### src/rtl/music_recorder_pkg.sv
// Shared definitions for the music recorder: global mode encodings,
// default record geometry and the recorder state encoding.
package music_recorder_pkg;

  // Global operating modes; the recorder is only active in FREE
  localparam int unsigned STATE_WIDTH = 3;
  localparam logic [STATE_WIDTH-1:0] FREE     = 3'd0;
  localparam logic [STATE_WIDTH-1:0] AUTOPLAY = 3'd1;
  localparam logic [STATE_WIDTH-1:0] LEARNING = 3'd2;
  localparam logic [STATE_WIDTH-1:0] GAME     = 3'd3;

  // Default record geometry shared with the music memories
  localparam int unsigned NOTE_WIDTH_DEF = 8;
  localparam int unsigned DUR_WIDTH_DEF  = 8;
  localparam int unsigned DATA_WIDTH     = NOTE_WIDTH_DEF + DUR_WIDTH_DEF;
  localparam int unsigned MAX_DEPTH_BIT  = 10;

  // Recorder state encoding
  typedef enum logic [2:0] {
    REC_IDLE   = 3'd0,
    REC_ARMED  = 3'd1,
    REC_NOTE   = 3'd2,
    REC_COMMIT = 3'd3,
    REC_TERM   = 3'd4
  } rec_state_e;

  // True when the global mode allows recording
  function automatic logic is_free(input logic [STATE_WIDTH-1:0] st);
    return st == FREE;
  endfunction

endpackage

### src/rtl/music_recorder_tick_gen.sv
// Duration-tick prescaler: one-cycle tick every TICK_DIV clocks,
// restartable with a synchronous clear so a new note starts a full tick.
module music_recorder_tick_gen #(
  parameter int unsigned TICK_DIV = 2_500_000
) (
  input  logic clk,
  input  logic rst,
  input  logic clr,
  output logic tick_c
);

  localparam int unsigned CNT_W = (TICK_DIV > 1) ? $clog2(TICK_DIV) : 1;
  localparam logic [CNT_W-1:0] CNT_LAST = CNT_W'(TICK_DIV - 1);

  logic [CNT_W-1:0] cnt_q, cnt_d;

  // Tick on terminal count; wrap on tick, restart on clear
  always_comb begin
    tick_c = (cnt_q == CNT_LAST);
    cnt_d  = cnt_q + CNT_W'(1);
    if (clr || tick_c) begin
      cnt_d = '0;
    end
  end

  // Counter register
  always_ff @(posedge clk or posedge rst) begin
    if (rst) begin
      cnt_q <= '0;
    end else begin
      cnt_q <= cnt_d;
    end
  end

endmodule

### src/rtl/music_recorder.sv
// Keyboard recorder: times notes played in FREE mode and streams
// {note, duration} records plus a {0,0} terminator into a music memory.
// Optional feature macro: MUSIC_REC_REST_EN (also record silences as {0,dur}).
module music_recorder
  import music_recorder_pkg::*;
#(
  parameter int unsigned NOTE_WIDTH = NOTE_WIDTH_DEF,
  parameter int unsigned DUR_WIDTH  = DUR_WIDTH_DEF,
  parameter int unsigned TICK_DIV   = 2_500_000,
  parameter int unsigned DEPTH_BIT  = MAX_DEPTH_BIT
) (
  input  logic                            clk,
  input  logic                            rst,
  input  logic [STATE_WIDTH-1:0]          current_state,
  input  logic                            rec_start,
  input  logic                            rec_stop,
  input  logic [NOTE_WIDTH-1:0]           key_note,
  output logic                            write_en,
  output logic [NOTE_WIDTH+DUR_WIDTH-1:0] data_in,
  output logic [DEPTH_BIT-1:0]            wr_addr,
  output logic [DEPTH_BIT-1:0]            duration,
  output logic                            busy,
  output logic                            full
);

  localparam int unsigned REC_W = NOTE_WIDTH + DUR_WIDTH;
  localparam logic [DUR_WIDTH-1:0] DUR_MAX   = '1;
  localparam logic [DEPTH_BIT-1:0] ADDR_LAST = '1;

  rec_state_e             state_q, state_d;
  logic [NOTE_WIDTH-1:0]  note_q, note_d;
  logic [DUR_WIDTH-1:0]   dur_q, dur_d;
  logic                   stop_after_q, stop_after_d;
  logic                   write_en_q, write_en_d;
  logic [REC_W-1:0]       data_in_q, data_in_d;
  logic [DEPTH_BIT-1:0]   wr_addr_q, wr_addr_d;
  logic [DEPTH_BIT-1:0]   duration_q, duration_d;
  logic                   busy_q, busy_d;
  logic                   full_q, full_d;

  logic                   tick_c;
  logic                   tick_clr_c;
  logic                   stop_c;
  logic [DUR_WIDTH-1:0]   dur_inc_c;
  logic [DUR_WIDTH-1:0]   commit_dur_c;
  logic [DEPTH_BIT-1:0]   duration_inc_c;

  music_recorder_tick_gen #(
    .TICK_DIV (TICK_DIV)
  ) u_rec_tick_gen (
    .clk    (clk),
    .rst    (rst),
    .clr    (tick_clr_c),
    .tick_c (tick_c)
  );

  // Derived terms: stop request, tick-inclusive duration, saturating record count
  always_comb begin
    stop_c         = rec_stop || !is_free(current_state);
    dur_inc_c      = dur_q + DUR_WIDTH'(tick_c);
    commit_dur_c   = (dur_inc_c == '0) ? DUR_WIDTH'(1) : dur_inc_c;
    duration_inc_c = (duration_q == ADDR_LAST) ? duration_q : duration_q + DEPTH_BIT'(1);
  end

  // Recorder FSM: next state, capture and write strobes
  always_comb begin
    state_d      = state_q;
    note_d       = note_q;
    dur_d        = dur_q;
    stop_after_d = stop_after_q;
    write_en_d   = 1'b0;
    data_in_d    = data_in_q;
    wr_addr_d    = wr_addr_q;
    duration_d   = duration_q;
    full_d       = full_q;
    tick_clr_c   = 1'b0;

    unique case (state_q)
      REC_IDLE: begin
        if (rec_start && !stop_c) begin
          state_d      = REC_ARMED;
          wr_addr_d    = '0;
          duration_d   = '0;
          full_d       = 1'b0;
          stop_after_d = 1'b0;
        end
      end

      REC_ARMED: begin
        if (stop_c) begin
          state_d    = REC_TERM;
          write_en_d = 1'b1;
          data_in_d  = '0;
        end else if (key_note != '0) begin
          state_d    = REC_NOTE;
          note_d     = key_note;
          dur_d      = '0;
          tick_clr_c = 1'b1;
        end
      end

      REC_NOTE: begin
        dur_d = dur_inc_c;
        if (stop_c || (key_note != note_q) || (dur_inc_c == DUR_MAX)) begin
          state_d      = REC_COMMIT;
          write_en_d   = 1'b1;
          data_in_d    = {note_q, commit_dur_c};
          stop_after_d = stop_c;
        end
      end

      REC_COMMIT: begin
        wr_addr_d  = wr_addr_q + DEPTH_BIT'(1);
        duration_d = duration_inc_c;
        if (wr_addr_d == ADDR_LAST) begin
          // Last slot is kept for the terminator
          full_d     = 1'b1;
          state_d    = REC_TERM;
          write_en_d = 1'b1;
          data_in_d  = '0;
        end else if (stop_after_q || stop_c) begin
          state_d    = REC_TERM;
          write_en_d = 1'b1;
          data_in_d  = '0;
        end else begin
`ifdef MUSIC_REC_REST_EN
          state_d    = REC_NOTE;
          note_d     = key_note;
          dur_d      = '0;
          tick_clr_c = 1'b1;
`else
          if (key_note != '0) begin
            state_d    = REC_NOTE;
            note_d     = key_note;
            dur_d      = '0;
            tick_clr_c = 1'b1;
          end else begin
            state_d = REC_ARMED;
          end
`endif
        end
      end

      REC_TERM: begin
        duration_d   = duration_inc_c;
        stop_after_d = 1'b0;
        state_d      = REC_IDLE;
      end

      default: begin
        state_d = REC_IDLE;
      end
    endcase

    busy_d = (state_d != REC_IDLE);
  end

  // State and output registers
  always_ff @(posedge clk or posedge rst) begin
    if (rst) begin
      state_q      <= REC_IDLE;
      note_q       <= '0;
      dur_q        <= '0;
      stop_after_q <= 1'b0;
      write_en_q   <= 1'b0;
      data_in_q    <= '0;
      wr_addr_q    <= '0;
      duration_q   <= '0;
      busy_q       <= 1'b0;
      full_q       <= 1'b0;
    end else begin
      state_q      <= state_d;
      note_q       <= note_d;
      dur_q        <= dur_d;
      stop_after_q <= stop_after_d;
      write_en_q   <= write_en_d;
      data_in_q    <= data_in_d;
      wr_addr_q    <= wr_addr_d;
      duration_q   <= duration_d;
      busy_q       <= busy_d;
      full_q       <= full_d;
    end
  end

  assign write_en = write_en_q;
  assign data_in  = data_in_q;
  assign wr_addr  = wr_addr_q;
  assign duration = duration_q;
  assign busy     = busy_q;
  assign full     = full_q;

endmodule
### config.mk
export PLATFORM = sky130hd
export DESIGN_NAME = music_recorder
export DESIGN_NICKNAME = d
export VERILOG_FILES = /design/src/rtl/music_recorder_pkg.sv /design/src/rtl/music_recorder_tick_gen.sv /design/src/rtl/music_recorder.sv
export SDC_FILE = /design/constraint.sdc
export NUM_CORES = 1
export LEC_CHECK = 0
export BUFFER_PORTS_ARGS = -buffer_cell sky130_fd_sc_hd__buf_4
export CORE_ASPECT_RATIO = 1.75
export CORE_MARGIN = 10
export CORE_UTILIZATION = 52
export DETAILED_ROUTE_END_ITERATION = 10
export GPL_ROUTABILITY_DRIVEN = 1
export HOLD_SLACK_MARGIN = 0.02
export PLACE_DENSITY = 0.76
export SETUP_SLACK_MARGIN = 0.1
export SYNTH_ARGS = -nofsm -noshare
export SYNTH_HDL_FRONTEND = slang
export SYNTH_SLANG_ARGS = --single-unit
### constraint.sdc
create_clock -name clk -period 2.68 [get_ports clk]
set_input_delay 0.268 -clock clk [delete_from_list [all_inputs] [get_ports clk]]
set_output_delay 0.268 -clock clk [all_outputs]
set_load 0.02 [all_outputs]
==> impl_results.md, run 1 <==
* DR pass1 iterations at 4
* Period utilization at 103%
* Routed wl met2 at 5820 um
* Post-route ant nets at 0
* Initial Util at around 53%
* Root Buffer: clkbuf_16
* Max-cap check violation count at 0
* Metal-1 WL at a little under 4000 um
* P&R area growth vs syn at 28.0%
* Register-to-Register Path Depth at 11
* Setup tns final at -1.01 ns
* Avg Vias per Cell at around 5.8
* Post-synth top area share at 48.1%
* CTS Buffer Depth at 2
* Reg-to-reg endpoint: data_in[4]$_DFFE_PP0P_
* Combinational Power Share at around two fifths
* Ports at 54
* Fillers at about 620
* Post-Syn Instances at between 400 and 500
* Initial drt markers at approximately 180
* Fin nets at between 500 and 600
* Die height at ~140 um
* VDD IR-drop max at 544 uV
* Pin slew with the least headroom to its limit at 0.738 ns
* Yosys warns at 0
* Drt drc at 0
* Worst min path class: in -> async
* Total internal power at 3.18 mW
* Gpl congestion at ~0.9
* Area contributors post-synth: dfrtp_1 (48%), xor2_1 (5.0%), nor2_1 (4.9%)
* P per Cell Area at ~940 nW/um2
* Setup violators final at 16
* Rows at 43
* Avg Cell Area, Syn at 9.75 um2
* H-tree depth at 3
* Worst-path clk slew at 0.06 ns
* Sequential cell area fraction in the yosys report at 48.1%
* Max Slew Vio Count at 0
* # diodes at 0
* Sequential power share at between 30% and 40%
* Crit-path slowest cell: dfrtp_1
* Mapped cell area at between 4000 and 5000 um2
* Initial antenna violation count at 0
* Die X at between 80 and 90 um
* Final WS setup at -0.0937 ns
* EDFF count, synth at 0
* CP max stage delay at 0.40 ns
* Vias at 3575
* Status: finished, violations left
* CTS tree: yes
* Failing checks: negative setup slack
* CP required at 2.90 ns
* Layout Utilization at 68.2%
* Syn nets at 453
* Sw Share at 37.6%
* Crit end category: register
* DIE AREA at 12200 um2
* Crit Path Class: reg -> reg
* Share of post-route cells with drive strength above 1 at 29.9%
* Worst path top cell family by delay: simple AND/OR/NAND/NOR gates
* Fin. Hold Viols at 0
* Achievable Freq at 361 MHz
* Post-synthesis async set-or-reset flop share at 100%
* Pleak at ~2.5 nW
* CP Buf/Inv Count at 1
* Buffers on Ports at 53
* Unrepaired setup endpoints after global routing: yes
* CP startpoint kind: register
* Clock share of power at 23.5%
* Reg2reg start: u_rec_tick_gen.cnt_q[6]$_DFF_PP0_
* Cell mode on critical path: nand4_1
* Worst Skew at roughly 0.0057 ns
* Avg WL per Cell at 17.0 um
* Congestion Overflow GR at 0
* Detail Placement HPWL at 7840 um
* Largest fanout on the critical path at 9
* Switching power at between 1.5 and 2 mW
* Number of synthesized register bits at 81
* Synth Flop Type: dfrtp_1
* Detailed Route WL at 10500 um
* Max-slew headroom at between 50 and 60%
* FF-to-FF setup slack at -0.09 ns
* First-pass GRT wire length at 17300 um
* Clk sink count at 81
* WL met3 at 473 um
* Worst-path cell chain: nor4b_2 -> nand4_1 -> nor2_2 -> ha_2 -> ha_4 -> nand4_1 -> nor4_2 -> o31ai_2 -> a31oi_4 -> buf_12 -> mux2_2
* CP arrival at 2.99 ns
* Highest routed metal layer: met4
* Worst skew pair latency at 0.34 ns
* Num CTS Buffers at 9
* Tmin final at 2.77 ns
* Vias in the first global route at 3659
* Core area at between 7000 and 8000 um2
* GRT Total Usage at 17.3%
* Pin count of the biggest net entering global routing at between 40 and 50
* Cell taking the most area after synthesis: dfrtp_1
* Cell variety after synth at 48
## power by group through the flow
stage               Combinational [mW]  Sequential [mW]  Clock (mW)
finish                            2.03             1.86        1.19
global route                      2.23             1.91        1.26
CTS                               2.04             1.86        1.21
detailed placement                2.03             1.88           0
global placement                  1.98             1.86           0
floorplan                         1.09             1.98           0
## flip-flops by register name (all words and copies together), names as in the netlist
signal,cells
busy,1
data_in,16
dur_q,8
duration,10
full,1
note_q,8
state_q,3
stop_after_q,1
u_rec_tick_gen.cnt_q,22
wr_addr,10
write_en,1
## cell usage in the layout, fill, tap and decap left out, types with 2 or more instances in the layout
cell type,instances
buf_12,3
clkbuf_16,9
nor3_1,3
nand4_1,12
mux2_2,15
and3_1,8
xor2_1,24
or4_1,2
clkinv_2,5
o21ai_0,28
and2_1,5
or3_4,2
nor2_1,54
a21oi_1,9
dfrtp_1,79
nor4_2,2
buf_4,95
nand2b_1,6
o41ai_1,3
mux2i_1,8
o31ai_1,10
ha_1,2
nor4_1,6
a21o_1,4
nand3_1,19
ha_2,3
nand2_1,42
xnor2_1,12
a22o_1,2
a31oi_1,6
o22ai_1,4
inv_1,13
nor4b_2,2
dfrtp_2,2
a41oi_1,3
## layout make-up
| type | instances | area, um2 | share of cell area (%) |
|---|---|---|---|
| Sequential cell | 81 | 2030 | 37.6 |
| Clock buffer | 10 | 229 | 4.24 |
| Multi-Input combinational cell | 319 | 2140 | 39.6 |
| Clock inverter | 6 | 58.8 | 1.09 |
| Timing Repair Buffer | 98 | 773 | 14.3 |
| Inverter | 14 | 53.8 | 0.997 |
| Tap cell | 90 | 113 | 2.09 |
## cells in the mapped netlist, types with 6 or more instances
cell      instances
mux2_2           15
nand2b_1          6
xor2_1           24
inv_1            14
mux2i_1           8
and3_1            9
nor4_1            8
o21ai_0          28
o31ai_1          11
xnor2_1          13
nand2_1          42
dfrtp_1          81
clkbuf_1         12
ha_1              6
nand3_1          19
a21oi_1           9
nor2_1           55
a31oi_1           6
nand4_1          12
## repair_timing
action,in CTS,in global routing
buffers inserted,1,1
endpoints found under the setup margin,24,29
endpoints found under the hold margin,0,0
hold buffers,0,0
pin swaps,1,3
resized for setup,5,3
## worst max path at each step
stage / startpoint / to / slack, ns / depth (start not counted)
2_1_floorplan: u_rec_tick_gen.cnt_q[0]$_DFF_PP0_ / data_in[0]$_DFFE_PP0P_ / -0.14 / 12
3_3_place_gp: u_rec_tick_gen.cnt_q[6]$_DFF_PP0_ / data_in[4]$_DFFE_PP0P_ / -0.04 / 11
3_5_place_dp: u_rec_tick_gen.cnt_q[1]$_DFF_PP0_ / data_in[4]$_DFFE_PP0P_ / -0.13 / 12
4_1_cts: u_rec_tick_gen.cnt_q[1]$_DFF_PP0_ / data_in[4]$_DFFE_PP0P_ / -0.08 / 12
5_1_grt: u_rec_tick_gen.cnt_q[6]$_DFF_PP0_ / data_in[5]$_DFFE_PP0P_ / -0.29 / 11
6_report: u_rec_tick_gen.cnt_q[6]$_DFF_PP0_ / data_in[4]$_DFFE_PP0P_ / -0.09 / 11
## worst reg2reg max path: cells and delay by family, from the launching register on
| family | cells | cell delay (ns) |
|---|---|---|
| AO/OA/AOI/OAI | 2 | 0.31 |
| adder cells (fa/ha/maj) | 2 | 0.37 |
| buffers and inverters | 1 | 0.16 |
| flip-flops | 1 | 0.40 |
| multiplexers | 1 | 0.33 |
| AND/OR/NAND/NOR | 5 | 1.09 |
## through the flow
| stage | instances | setup WS (ns) | total power [mW] | area, um2 | hold WS [ns] |
|---|---|---|---|---|---|
| 2_1_floorplan | 432 | -0.140 | 3.07 | 4250 | 0.418 |
| 3_3_place_gp | 600 | -0.0428 | 3.83 | 5040 | 0.411 |
| 3_5_place_dp | 600 | -0.126 | 3.90 | 5040 | 0.417 |
| 4_1_cts | 617 | -0.0818 | 5.11 | 5370 | 0.0558 |
| 5_1_grt | 618 | -0.290 | 5.40 | 5390 | 0.0907 |
| 6_report | 618 | -0.0937 | 5.09 | 5390 | 0.0270 |
## logic make-up after synthesis
| family | after synthesis | share of synthesized area, % |
|---|---|---|
| buf+inv | 32 | 3.27 |
| compound gates | 79 | 13.0 |
| xor+xnor | 37 | 7.69 |
| flops | 81 | 48.1 |
| mux | 24 | 6.18 |
| fa+ha+maj | 6 | 1.78 |
| simple gates | 173 | 20.0 |
## layer usage
layer,up-vias,global-route usage (%)
li1,1712,-
met3,25,3.53
met1,1755,18.0
met5,-,0
met2,83,31.4
met4,0,8.05
Power figures use the tool's default switching activity.
==> run 2, diff against run 1 <==
==> constraint.sdc (replaced) <==
create_clock -name clk -period 2.68 [get_ports clk]
set_input_delay 0.536 -clock clk [delete_from_list [all_inputs] [get_ports clk]]
set_output_delay 0.536 -clock clk [all_outputs]
set_load 0.02 [all_outputs]
==> run 2 against run 1 <==
  * Final area is 1.9% higher
  * Die area unchanged
  * Worst setup slack better by 0.026 ns
  * Core utilization grew 1.3 points
  * Largest power group unchanged
  * The flow still finishes with violations (negative setup slack)
  * Highest routed layer unchanged
  * Register-to-register slack improved by 0.03 ns
  * Final cell count increased by 0.97%
  * Combinational power rose by 5%
  * Clock-buffer cell count grew 1
==> impl_results.md, run 2 (same netlist as run 1, synthesis figures left out) <==
* Critical Path Start: u_rec_tick_gen.cnt_q[0]$_DFF_PP0_
* Worst min path class: in -> async
* Vias at 3702
* CP required at 2.90 ns
* Worst-path cell chain: ha_2 -> and4_4 -> nand4_1 -> nor2_2 -> ha_4 -> ha_4 -> xnor2_4 -> nor4_4 -> o31ai_2 -> a31oi_4 -> buf_12 -> mux2_4
* Crit end category: register
* Drt drc at 0
* Crit-path slowest cell: dfrtp_1
* Achievable Freq at 364 MHz
* Fin nets at 550
* Crit Path Class: reg -> reg
* CP startpoint kind: register
* Post-CTS Hold Buffers at 0
* Initial antenna violation count at 0
* Final WS setup at -0.0672 ns
* Largest fanout on the critical path at 8
* DIE AREA at 12200 um2
* Setup violators final at 13
* Detail Placement HPWL at 8070 um
* Avg WL per Cell at 17.6 um
* Post-route ant nets at 0
* Max Slew Vio Count at 0
* Die height at ~140 um
* Core area at 7910 um2
* P&R area growth vs syn at 30.4%
* Worst path top cell family by delay: simple AND/OR/NAND/NOR gates
* CP max stage delay at roughly 0.35 ns
* Cell mode on critical path: ha_4
* Most common cell after layout, fill and taps aside: buf_4
* Most frequent cells in the layout: buf_4 (100), dfrtp_1 (79), nor2_1 (54)
* CP arrival at 2.96 ns
* Unrepaired setup endpoints after global routing: yes
* Initial drt markers at 206
* Worst-path clk slew at 0.06 ns
* GRT Total Usage at 17.7%
* H-tree depth at 3
* Failing checks: negative setup slack
* DP Area at 5050 um2
* Fin. Hold Viols at 0
* Final instance area at 5500 um2
* Initial Util at 53.3%
* Buffers on Ports at 53
* Pin slew with the least headroom to its limit at 0.581 ns
* CP Buf/Inv Count at 1
* Num CTS Buffers at 9
* Tmin final at 2.75 ns
* Clk sink count at 81
* P per Cell Area at 936 nW/um2
* Max-cap check violation count at 0
* CTS Buffer Depth at 2
* Vias in the first global route at 3778
* Die X at 88.1 um
* First-pass GRT wire length at about 18000 um
* Worst Skew at ~0.0061 ns
* CTS tree: yes
* Max-slew headroom at 61.2%
* Status: finished, violations left
* Setup tns final at -0.496 ns
* VDD IR-drop max at 600 uV
* Congestion Overflow GR at 0
* Share of post-route cells with drive strength above 1 at 30.9%
* Pin count of the biggest net entering global routing at approximately 60
* Reg2reg start: u_rec_tick_gen.cnt_q[0]$_DFF_PP0_
* Root Buffer: clkbuf_16
* Rows at 43
* Largest reg by FF count: u_rec_tick_gen.cnt_q
* # diodes at 0
* Detailed Route WL at 11000 um
* Avg Vias per Cell at 5.93
* Ports at 54
* Period utilization at 103%
* Largest register FFs at 22
* Gpl congestion at 0.921
* Pleak at between 2 and 3 nW
* Layout Utilization at a little over two thirds
* Worst skew pair latency at approximately 0.33 ns
* Pre-CTS setup slack at -0.160 ns
* DR pass1 iterations at 7
-- run 2: changes by cell type in the layout (fill, tap and decap cells not counted), moves of 2 or more --
cell,change
clkbuf_8,+2
clkinvlp_4,+3
mux2_4,+7
nor4_2,-2
buf_4,+5
clkinv_2,-2
mux2_2,-7
-- run 2: worst paths after layout --
kind	end	slack [ns]	cells past startpoint
max	data_in[7]$_DFFE_PP0P_	-0.07	12
min	write_en$_DFF_PP0_	0.26	2
max reg2reg	data_in[7]$_DFFE_PP0P_	-0.07	12
max in group asynchronous	u_rec_tick_gen.cnt_q[5]$_DFF_PP0_	1.73	3
min reg2reg	data_in[6]$_DFFE_PP0P_	0.52	1
min in group clk	note_q[1]$_DFFE_PP0P_	0.46	2
-- run 2: worst register-to-register path, delay by kind of cell, from the launching register on --
kind	cells	cell delay, ns
buffers and inverters	1	0.17
and+or+nand+nor	4	0.88
muxes	1	0.30
AOI/OAI and AO/OA	2	0.34
xor gates and xnor gates	1	0.08
DFF	1	0.35
adders and majority gates	3	0.52
-- run 2: final cells by class --
type                    instances  area (um2)
multi-input cells             319        2190
repair buffers                104         822
flip-flops and latches         81        2030
clock inverters                 5        30.0
fillers                       590        2410
inverters                      14        56.3
clock buffers                  11         253
well taps                      90         113
-- run 2: what timing repair did --
| item | 4_1_cts | 5_1_grt |
|---|---|---|
| pin swaps | 7 | 11 |
| hold endpoints to repair | 0 | 0 |
| setup endpoints to repair | 25 | 31 |
| gates resized for setup | 14 | 5 |
| setup buffers | 3 | 4 |
| cloned | 0 | 0 |
-- run 2: metrics by stage --
stage          hold WS [ns]  cells  total power [mW]
6_report              0.256    624              5.14
5_1_grt               0.282    624              5.43
4_1_cts               0.265    620              5.14
3_5_place_dp          0.508    601              3.93
3_3_place_gp          0.495    601              3.85
2_1_floorplan         0.449    432              3.07
-- run 2: power by group --
| part | switching [mW] | internal, mW |
|---|---|---|
| combinational | 1.16 | 0.971 |
| sequential | 0.324 | 1.54 |
| clock | 0.479 | 0.672 |
| total | 1.96 | 3.18 |
-- run 2: per-layer routing --
layer	GRT usage [%]	part of all wire [%]	up-vias
met5	0	0	-
met1	18.1	36	1831
met3	4.47	5.1	27
li1	-	-	1724
met4	8.05	2.6	0
met2	32.1	56	120
==> run 3, diff against run 2 <==
--- a/config.mk
+++ b/config.mk
@@ -12,7 +12,7 @@
 export DETAILED_ROUTE_END_ITERATION = 10
 export GPL_ROUTABILITY_DRIVEN = 1
 export HOLD_SLACK_MARGIN = 0.02
-export PLACE_DENSITY = 0.76
+export PLACE_DENSITY_LB_ADDON = 0.15
 export SETUP_SLACK_MARGIN = 0.1
 export SYNTH_ARGS = -nofsm -noshare
 export SYNTH_HDL_FRONTEND = slang
==> run 3 against run 2 <==
  * The flow still finishes with violations (negative setup slack)
  * Clock-buffer cell count unchanged
  * Sequential share of layout area is 1.3 points lower
  * Global-route usage increased by 0.50 points
  * Sequential cell count stayed put
  * Sequential power about the same
  * Hold slack improved by 0.024 ns
  * Worst setup slack worse by 0.055 ns
  * Clock power hardly changed
  * Critical path type unchanged
  * Largest power group unchanged
==> impl_results.md, run 3 (same netlist as run 1, synthesis figures left out) <==
* Num CTS Buffers at 9
* Worst-path clk slew at around 0.060 ns
* Unrepaired setup endpoints after global routing: yes
* Worst skew pair latency at 0.34 ns
* Worst min path class: in -> async
* Most common cell after layout, fill and taps aside: buf_4
* Post-CTS Hold Buffers at 0
* Fillers at 581
* Initial antenna violation count at 0
* Period utilization at 105%
* CP arrival at 3.03 ns
* Pleak at 2.66 nW
* Fin nets at 560
* Avg Vias per Cell at approximately 5.9
* DIE AREA at roughly 12000 um2
* Die X at 88.1 um
* Crit Path Class: reg -> reg
* P per Cell Area at 950 nW/um2
* CTS tree: yes
* Vias at roughly 3700
* Setup violators final at 16
* Largest fanout on the critical path at 5
* CP required at approximately 2.9 ns
* Avg WL per Cell at 17.7 um
* Rows at 43
* First-pass GRT wire length at 17900 um
* Detail Placement HPWL at 7840 um
* Power Total at about 5.4 mW
* Max-slew headroom at about three fifths
* Achievable Freq at 357 MHz
* Post-route ant nets at 0
* Vias in the first global route at 3813
* Die height at between 100 and 150 um
* Final WS setup at -0.122 ns
* CTS Buffer Depth at 2
* Congestion Overflow GR at 0
* Tmin final at roughly 2.8 ns
* Crit end category: register
* Max Slew Vio Count at 0
* Fin. Hold Viols at 0
* Max-cap check violation count at 0
* Fin Hold WS at 0.280 ns
* Failing checks: negative setup slack
* Worst Skew at between 0.004 and 0.005 ns
* Share of post-route cells with drive strength above 1 at 32.7%
* Gpl congestion at 0.857
* Initial drt markers at 256
* Most frequent cells in the layout: buf_4 (105), dfrtp_1 (78), nor2_1 (54)
* GRT Total Usage at 18.2%
* H-tree depth at 3
* DR pass1 iterations at 6
* Pin count of the biggest net entering global routing at 82
* Clk sink count at 81
* Root Buffer: clkbuf_16
* Layout Utilization at between 70 and 80%
* CP startpoint kind: register
* VDD IR-drop max at 561 uV
* Status: finished, violations left
* Ports at 54
* Core area at between 7000 and 8000 um2
* P&R area growth vs syn at 35.2%
* Buffers on Ports at 53
* Detailed Route WL at 11200 um
* Pin slew with the least headroom to its limit at approximately 0.59 ns
* Largest reg by FF count: u_rec_tick_gen.cnt_q
* Largest register FFs at 22
* Drt drc at 0
* # diodes at 0
* Initial Util at 53.3%
==> run 3: cell types whose count changed in the layout (fill, tap and decap cells not counted), moves of 2 or more <==
| cell | delta |
|---|---|
| mux2_2 | -6 |
| mux2_4 | +6 |
| buf_4 | +5 |
| buf_12 | +2 |
==> run 3: worst max-delay path, stage by stage (launching register included) <==
cell	delay (ns)
dfrtp_1	0.35
ha_2	0.18
and4_4	0.21
nand4_1	0.11
nor2_2	0.18
ha_4	0.18
and3_4	0.20
xnor2_2	0.10
nor4_4	0.28
o31ai_2	0.12
a31oi_4	0.19
buf_6	0.14
buf_16	0.13
mux2_4	0.30
==> run 3: metrics by stage <==
stage | cells | area [um2] | setup slack (ns) | TNS, ns
global route | 634 | 5700 | -0.225 | -3.35
floorplan | 432 | 4260 | -0.140 | -0.325
CTS | 621 | 5470 | -0.0974 | -1.28
detailed placement | 600 | 5060 | -0.105 | -1.11
finish | 634 | 5700 | -0.122 | -1.48
global placement | 600 | 5060 | -0.0209 | -0.141
==> run 3: per-layer routing <==
| metal | track usage [%] | routed length, um |
|---|---|---|
| met5 | 0 | 0 |
| met4 | 10.5 | 506 |
| met3 | 3.47 | 523 |
| met2 | 33.8 | 6300 |
| met1 | 17.5 | 3920 |
==> run 3: what timing repair did <==
item	in CTS	in global routing
setup buffers	4	12
setup endpoints to repair	24	30
endpoints found under the hold margin	0	0
pin swaps	9	9
cloned	1	1
gates resized for setup	16	17
==> run 3: worst paths after layout <==
path                                     endpoint                              start  slack, ns  depth (start not counted)
max                        data_in[0]$_DFFE_PP0P_  u_rec_tick_gen.cnt_q[0]$_DFF_PP0_      -0.12                         13
min                        wr_addr[0]$_DFFE_PP0P_                                rst       0.28                          3
max reg2reg                data_in[0]$_DFFE_PP0P_  u_rec_tick_gen.cnt_q[0]$_DFF_PP0_      -0.12                         13
min reg2reg                data_in[5]$_DFFE_PP0P_             data_in[5]$_DFFE_PP0P_       0.51                          1
max in group asynchronous  wr_addr[6]$_DFFE_PP0P_                                rst       2.00                          3
min in group clk            note_q[1]$_DFFE_PP0P_                        key_note[1]       0.45                          2
==> run 3: report_power, final <==
group	total (mW)	leakage, nW	switching, mW	internal, mW
Sequential	1.87	1.09	0.326	1.54
Clock	1.16	0.137	0.487	0.672
Combinational	2.39	1.44	1.23	1.16
Total	5.41	2.66	2.04	3.37
==> run 3: final cells by class <==
| cell class | instances | area [um2] | area share [%] |
|---|---|---|---|
| multi-input cells | 319 | 2250 | 39.5 |
| well taps | 90 | 113 | 1.98 |
| repair buffers | 114 | 963 | 16.9 |
| clock inverters | 5 | 30.0 | 0.527 |
| flip-flops and latches | 81 | 2030 | 35.6 |
| clock buffers | 11 | 253 | 4.43 |
| inverters | 14 | 56.3 | 0.988 |
